==> config.mk <==
export PLATFORM = sky130hd
export DESIGN_NAME = pipelined_cla_adder
export DESIGN_NICKNAME = d
export VERILOG_FILES = /design/src/rtl/pipelined_cla_adder.sv
export SDC_FILE = /design/constraint.sdc
export NUM_CORES = 1
export LEC_CHECK = 0
export ABC_AREA = 1
export CAP_MARGIN = 5
export CORE_ASPECT_RATIO = 1.25
export CORE_MARGIN = 4
export CORE_UTILIZATION = 70
export CTS_BUF_LIST = sky130_fd_sc_hd__clkbuf_4 sky130_fd_sc_hd__clkbuf_8
export DETAILED_ROUTE_END_ITERATION = 12
export DONT_BUFFER_PORTS = 1
export GPL_ROUTABILITY_DRIVEN = 0
export PLACE_DENSITY_LB_ADDON = 0.3
export SYNTH_ARGS = -nofsm -noshare
export SYNTH_HDL_FRONTEND = slang
export SYNTH_SLANG_ARGS = --single-unit
export TNS_END_PERCENT = 30
==> constraint.sdc <==
create_clock -name clk -period 5.95 [get_ports clk]
set_input_delay 0.595 -clock clk [delete_from_list [all_inputs] [get_ports clk]]
set_output_delay 0.595 -clock clk [all_outputs]
set_load 0.05 [all_outputs]
==> src/rtl/pipelined_cla_adder.sv <==
// Two-stage pipelined carry-lookahead adder/subtractor with valid/ready on both sides.
// Stage 1 registers bit/group propagate-generate; stage 2 resolves carries and flags.
module pipelined_cla_adder #(
  parameter int WIDTH = 32
) (
  input  logic             clk,
  input  logic             rst_n,
  input  logic             in_valid,
  output logic             in_ready,
  input  logic [WIDTH-1:0] a,
  input  logic [WIDTH-1:0] b,
  input  logic             cin,
  input  logic             sub,
  output logic             out_valid,
  input  logic             out_ready,
  output logic [WIDTH-1:0] sum,
  output logic             cout,
  output logic             ovf,
  output logic             zero
);

  localparam int NG = WIDTH / 4;

  logic             s1_valid;
  logic [WIDTH-1:0] s1_p, s1_g;
  logic             s1_c0;
  logic [NG-1:0]    s1_gp, s1_gg;

  logic             s2_ready, accept, s1_to_s2;
  logic [WIDTH-1:0] bx, p_in, g_in;
  logic             c0_in;
  logic [NG-1:0]    gp_in, gg_in;

  assign s2_ready = ~out_valid | out_ready;
  assign in_ready = ~s1_valid | s2_ready;
  assign accept   = in_valid & in_ready;
  assign s1_to_s2 = s1_valid & s2_ready;

  always_comb begin
    bx    = sub ? ~b : b;
    c0_in = sub ? ~cin : cin;
    p_in  = a ^ bx;
    g_in  = a & bx;
    gp_in = '0;
    gg_in = '0;
    for (int j = 0; j < NG; j++) begin
      gp_in[j] = &p_in[4*j +: 4];
      gg_in[j] = g_in[4*j+3]
               | (p_in[4*j+3] & g_in[4*j+2])
               | (p_in[4*j+3] & p_in[4*j+2] & g_in[4*j+1])
               | (&p_in[4*j+1 +: 3] & g_in[4*j]);
    end
  end

  always_ff @(posedge clk or negedge rst_n) begin
    if (!rst_n) begin
      s1_valid <= 1'b0;
      s1_p     <= '0;
      s1_g     <= '0;
      s1_c0    <= 1'b0;
      s1_gp    <= '0;
      s1_gg    <= '0;
    end else begin
      if (accept) begin
        s1_valid <= 1'b1;
        s1_p     <= p_in;
        s1_g     <= g_in;
        s1_c0    <= c0_in;
        s1_gp    <= gp_in;
        s1_gg    <= gg_in;
      end else if (s1_to_s2) begin
        s1_valid <= 1'b0;
      end
    end
  end

  logic [NG:0]      cg;
  logic [WIDTH:0]   c;
  logic [WIDTH-1:0] sum_nxt;
  logic             run_p, acc;

  // Each group carry is an OR of products over GG/GP/c0, never chained through cg[j].
  always_comb begin
    cg    = '0;
    cg[0] = s1_c0;
    run_p = 1'b0;
    acc   = 1'b0;
    for (int j = 0; j < NG; j++) begin
      run_p = 1'b1;
      acc   = 1'b0;
      for (int k = j; k >= 0; k--) begin
        acc   = acc | (s1_gg[k] & run_p);
        run_p = run_p & s1_gp[k];
      end
      cg[j+1] = acc | (run_p & s1_c0);
    end
  end

  always_comb begin
    c = '0;
    for (int j = 0; j < NG; j++) begin
      c[4*j]   = cg[j];
      c[4*j+1] = s1_g[4*j] | (s1_p[4*j] & cg[j]);
      c[4*j+2] = s1_g[4*j+1]
               | (s1_p[4*j+1] & s1_g[4*j])
               | (s1_p[4*j+1] & s1_p[4*j] & cg[j]);
      c[4*j+3] = s1_g[4*j+2]
               | (s1_p[4*j+2] & s1_g[4*j+1])
               | (s1_p[4*j+2] & s1_p[4*j+1] & s1_g[4*j])
               | (s1_p[4*j+2] & s1_p[4*j+1] & s1_p[4*j] & cg[j]);
    end
    c[WIDTH] = cg[NG];
    sum_nxt  = s1_p ^ c[WIDTH-1:0];
  end

  always_ff @(posedge clk or negedge rst_n) begin
    if (!rst_n) begin
      out_valid <= 1'b0;
      sum       <= '0;
      cout      <= 1'b0;
      ovf       <= 1'b0;
      zero      <= 1'b0;
    end else begin
      if (s1_to_s2) begin
        out_valid <= 1'b1;
        sum       <= sum_nxt;
        cout      <= c[WIDTH];
        ovf       <= c[WIDTH] ^ c[WIDTH-1];
        zero      <= ~|sum_nxt;
      end else if (out_ready) begin
        out_valid <= 1'b0;
      end
    end
  end

endmodule

==> flow_metrics.py <==
metrics = {
    "run_status": {
        "status": "complete, no violations",
    },
    "synth": {
        "synth_compound_area_frac": 0.1131,
        "syn_area_per_cell_um2": 8.136,
        "ys.flop_type": "dfrtp_1",
        "netlist.area_leader.share": 0.4572,
        "syn_inst": 740,
        "ys_types": 33,
        "ys_seq_area_frac": 0.4572,
        "synthMuxAreaShare": 0,
        "synthTopCellsByCount": "nand2_1 (226), dfrtp_1 (110), o21ai_0 (59), inv_1 (58), nor2_1 (55)",
        "yosysMostFrequentCell": "nand2_1",
        "syn-num-nets": 850,
        "synth_area_um2": 6021,
        "synthAdderAreaFrac": 0.08313,
        "synth-seq-cells": 110,
        "synthArstFlopShare": 1.000,
        "synth-edff-count": 0,
        "synth-simple-area-share": 0.2352,
        "synth_xor_area_frac": 0.05528,
        "yosysWarnings": 0,
        "synthTopCellsByArea": "dfrtp_1 (46%), nand2_1 (14%), ha_1 (8.3%)",
        "synth_top_family_by_area": "simple AND/OR/NAND/NOR gates",
        "synth_top_cell_by_area": "dfrtp_1",
    },
    "detailed_routing": {
        "via_per_inst": 5.883,
        "route.met3.wl_mm": 1.086,
        "m1WireLength_mm": 5.464,
        "top_layer_used": "met4",
        "drt_iter0_markers": 376,
        "firstDrtPassIters": 6,
        "avgRoutedWirePerCell_um": 16.32,
        "vias": 4895,
        "drcViolationCount": 0,
        "route.met2.wl_mm": 6.588,
        "wl_mm": 13.58,
        "ant_nets": 0,
    },
    "grt": {
        "grt_max_degree": 111,
        "grt_pass1_wl_mm": 22.45,
        "antenna_found_initial": 0,
        "grt_overflow": 0,
        "track_usage": 0.2773,
        "grt_pass1_vias": 4844,
    },
    "setup_path": {
        "max_stage_delay_ps": 660,
        "crit_end": "s1_gp[4]",
        "worstSetupPathType": "register to register",
        "r2r_slack_ps": 2900,
        "reg2reg_depth": 6,
        "worstPathRequired_ps": 6180,
        "crit_buf_inv": 2,
        "path_delay_family": "buffers and inverters",
        "cp_num_cells": 6,
        "r2r_start": "out_valid",
        "startpoint": "out_valid",
        "cp.arrival_ps": 3280,
        "worstPathMaxFanout": 81,
        "path_cells": "nand3_1 -> nand2_1 -> buf_4 -> inv_2 -> nand2_1 -> o32ai_1",
        "cp_slowest_cell": "dfrtp_1",
        "cpMostUsedCell": "nand2_1",
        "rr_endpoint": "s1_gp[4]",
        "startpoint_type": "register",
        "endpoint_kind": "register",
    },
    "cells_and_area": {
        "finalInstanceArea_um2": 6271,
        "drive_gt1_frac": 0.05714,
        "diodes": 0,
        "fin_cells": 832,
        "syn_to_final_growth_pct": 4.156,
        "fin_nets": 840,
    },
    "flow_run": {
        "maxCapViolations": 0,
    },
    "power_and_ir_drop": {
        "power_leakage_nw": 3.194,
        "p_per_area_nw_per_um2": 401.2,
        "vdd.ir_drop.worst_v": 0.0002435,
    },
    "cts": {
        "cts_made_buffers": 9,
        "cts_tree": "done",
        "clockBufferDepth": 2,
        "cts_sinks": 110,
        "clkTransAtPathRegs_ps": 100,
        "insertion_delay_ps": 400,
        "clockRootBuffer": "clkbuf_8",
        "htree_levels": 3,
    },
    "die": {
        "pin_count": 107,
        "die_h_um": 111.7,
        "start_util": 0.7225,
        "fp-row-count": 37,
        "die-area_um2": 10160,
        "design.core.area_um2": 8333,
        "die_w_um": 90.95,
    },
    "placement": {
        "io_buffers": 0,
        "dp_cells": 815,
        "place_hpwl_mm": 10.14,
        "dpl_cell_area_um2": 6060,
    },
    "worst_hold_path": {
        "hold_path.class": "input pin to asynchronous set/reset pin",
    },
    "sta": {
        "hold_violations": 0,
        "slew_viol_final": 0,
        "relSlewSlack": 0.2275,
        "setup_viol": 0,
        "min_period_ps": 3053,
        "setup_tns_ps": 0,
        "worst_pin_slew_ps": 1157,
        "finalCritPeriodShare": 0.5130,
        "rsz0062_at_grt": "no",
        "skew_ps": 8.999,
        "fmax_ghz": 0.3276,
    },
}
timing repair:
item	in CTS	in global routing
hold endpoints to repair	110	0
resized for setup	0	0
hold buffers	1	0
buffers inserted	0	0
flip-flops by register name (all words and copies together) (netlist names), 8 cells and up:
name,flops
s1_p,32
sum,32
s1_g,24
s1_gg,8
s1_gp,8
worst min-delay path by stage:
stage | startpoint | endpoint
floorplan | rst_n | cout
CTS | rst_n | sum[8]
global placement | rst_n | sum[0]
finish | rst_n | sum[2]
global route | rst_n | sum[16]
detailed placement | rst_n | sum[29]
cells by family after synthesis:
logic type / Yosys count
and+or+nand+nor: 345
xor gates and xnor gates: 38
DFF: 110
AOI/OAI and AO/OA: 119
adders and majority gates: 40
buffers and inverters: 88
report_power, final:
group / internal (W) / switching (W) / leakage (nW)
combinational: 0.000225 / 0.000397 / 1.75
clock: 0.000157 / 0.000270 / 0.0900
sequential: 0.000930 / 0.000538 / 1.36
total: 0.00131 / 0.00120 / 3.19
cells in the final DEF, fill, tap and decap left out, types with 2 or more instances in the layout:
cell,n
nor2_1,55
inv_2,6
xor2_1,36
a221oi_1,4
a22oi_1,2
dfrtp_1,110
a2bb2oi_1,2
clkinv_4,5
nand4_1,4
nand3_2,3
buf_4,2
nor3_1,2
a211oi_1,2
ha_1,40
o21ai_2,2
o21bai_1,2
o22ai_1,3
a21oi_1,21
nand3_1,42
xnor2_1,2
a31oi_1,17
inv_1,58
o21ai_0,59
nand2_2,11
clkbuf_8,9
nand2_1,226
final cells by class:
cell class                      count  area, µm²
Clock buffer                        9      123.9
Clock inverter                      7      60.06
Fill cell                         601       2062
Inverter                           64      240.2
Multi-Input combinational cell    542       2930
Sequential cell                   110       2753
Tap cell                           97      121.4
Timing Repair Buffer                3      42.54
routing by layer:
| metal | vias up | track usage |
|---|---|---|
| li1 | 2395 | - |
| met1 | 2271 | 0.3482 |
| met2 | 190 | 0.4627 |
| met3 | 39 | 0.06757 |
| met4 | 0 | 0.1087 |
| met5 | - | 0 |
through the flow:
stage / hold WS (ps) / total power (W) / util / setup slack, ps
CTS: 150.5 / 0.002520 / 0.7526 / 2904
global placement: 302.3 / 0.002050 / 0.7272 / 2980
global route: 165.3 / 0.002676 / 0.7526 / 2673
detailed placement: 302.6 / 0.002083 / 0.7272 / 2929
finish: 117.8 / 0.002516 / 0.7526 / 2897
floorplan: 299.4 / 0.001903 / - / 3779
worst reg2reg max path, stage by stage (launching register included):
cell     delay [ps]
dfrtp_1         660
nand3_1         580
nand2_1         180
buf_4           490
inv_2           610
nand2_1         270
o32ai_1         100
(Power assumes the default switching activity.)
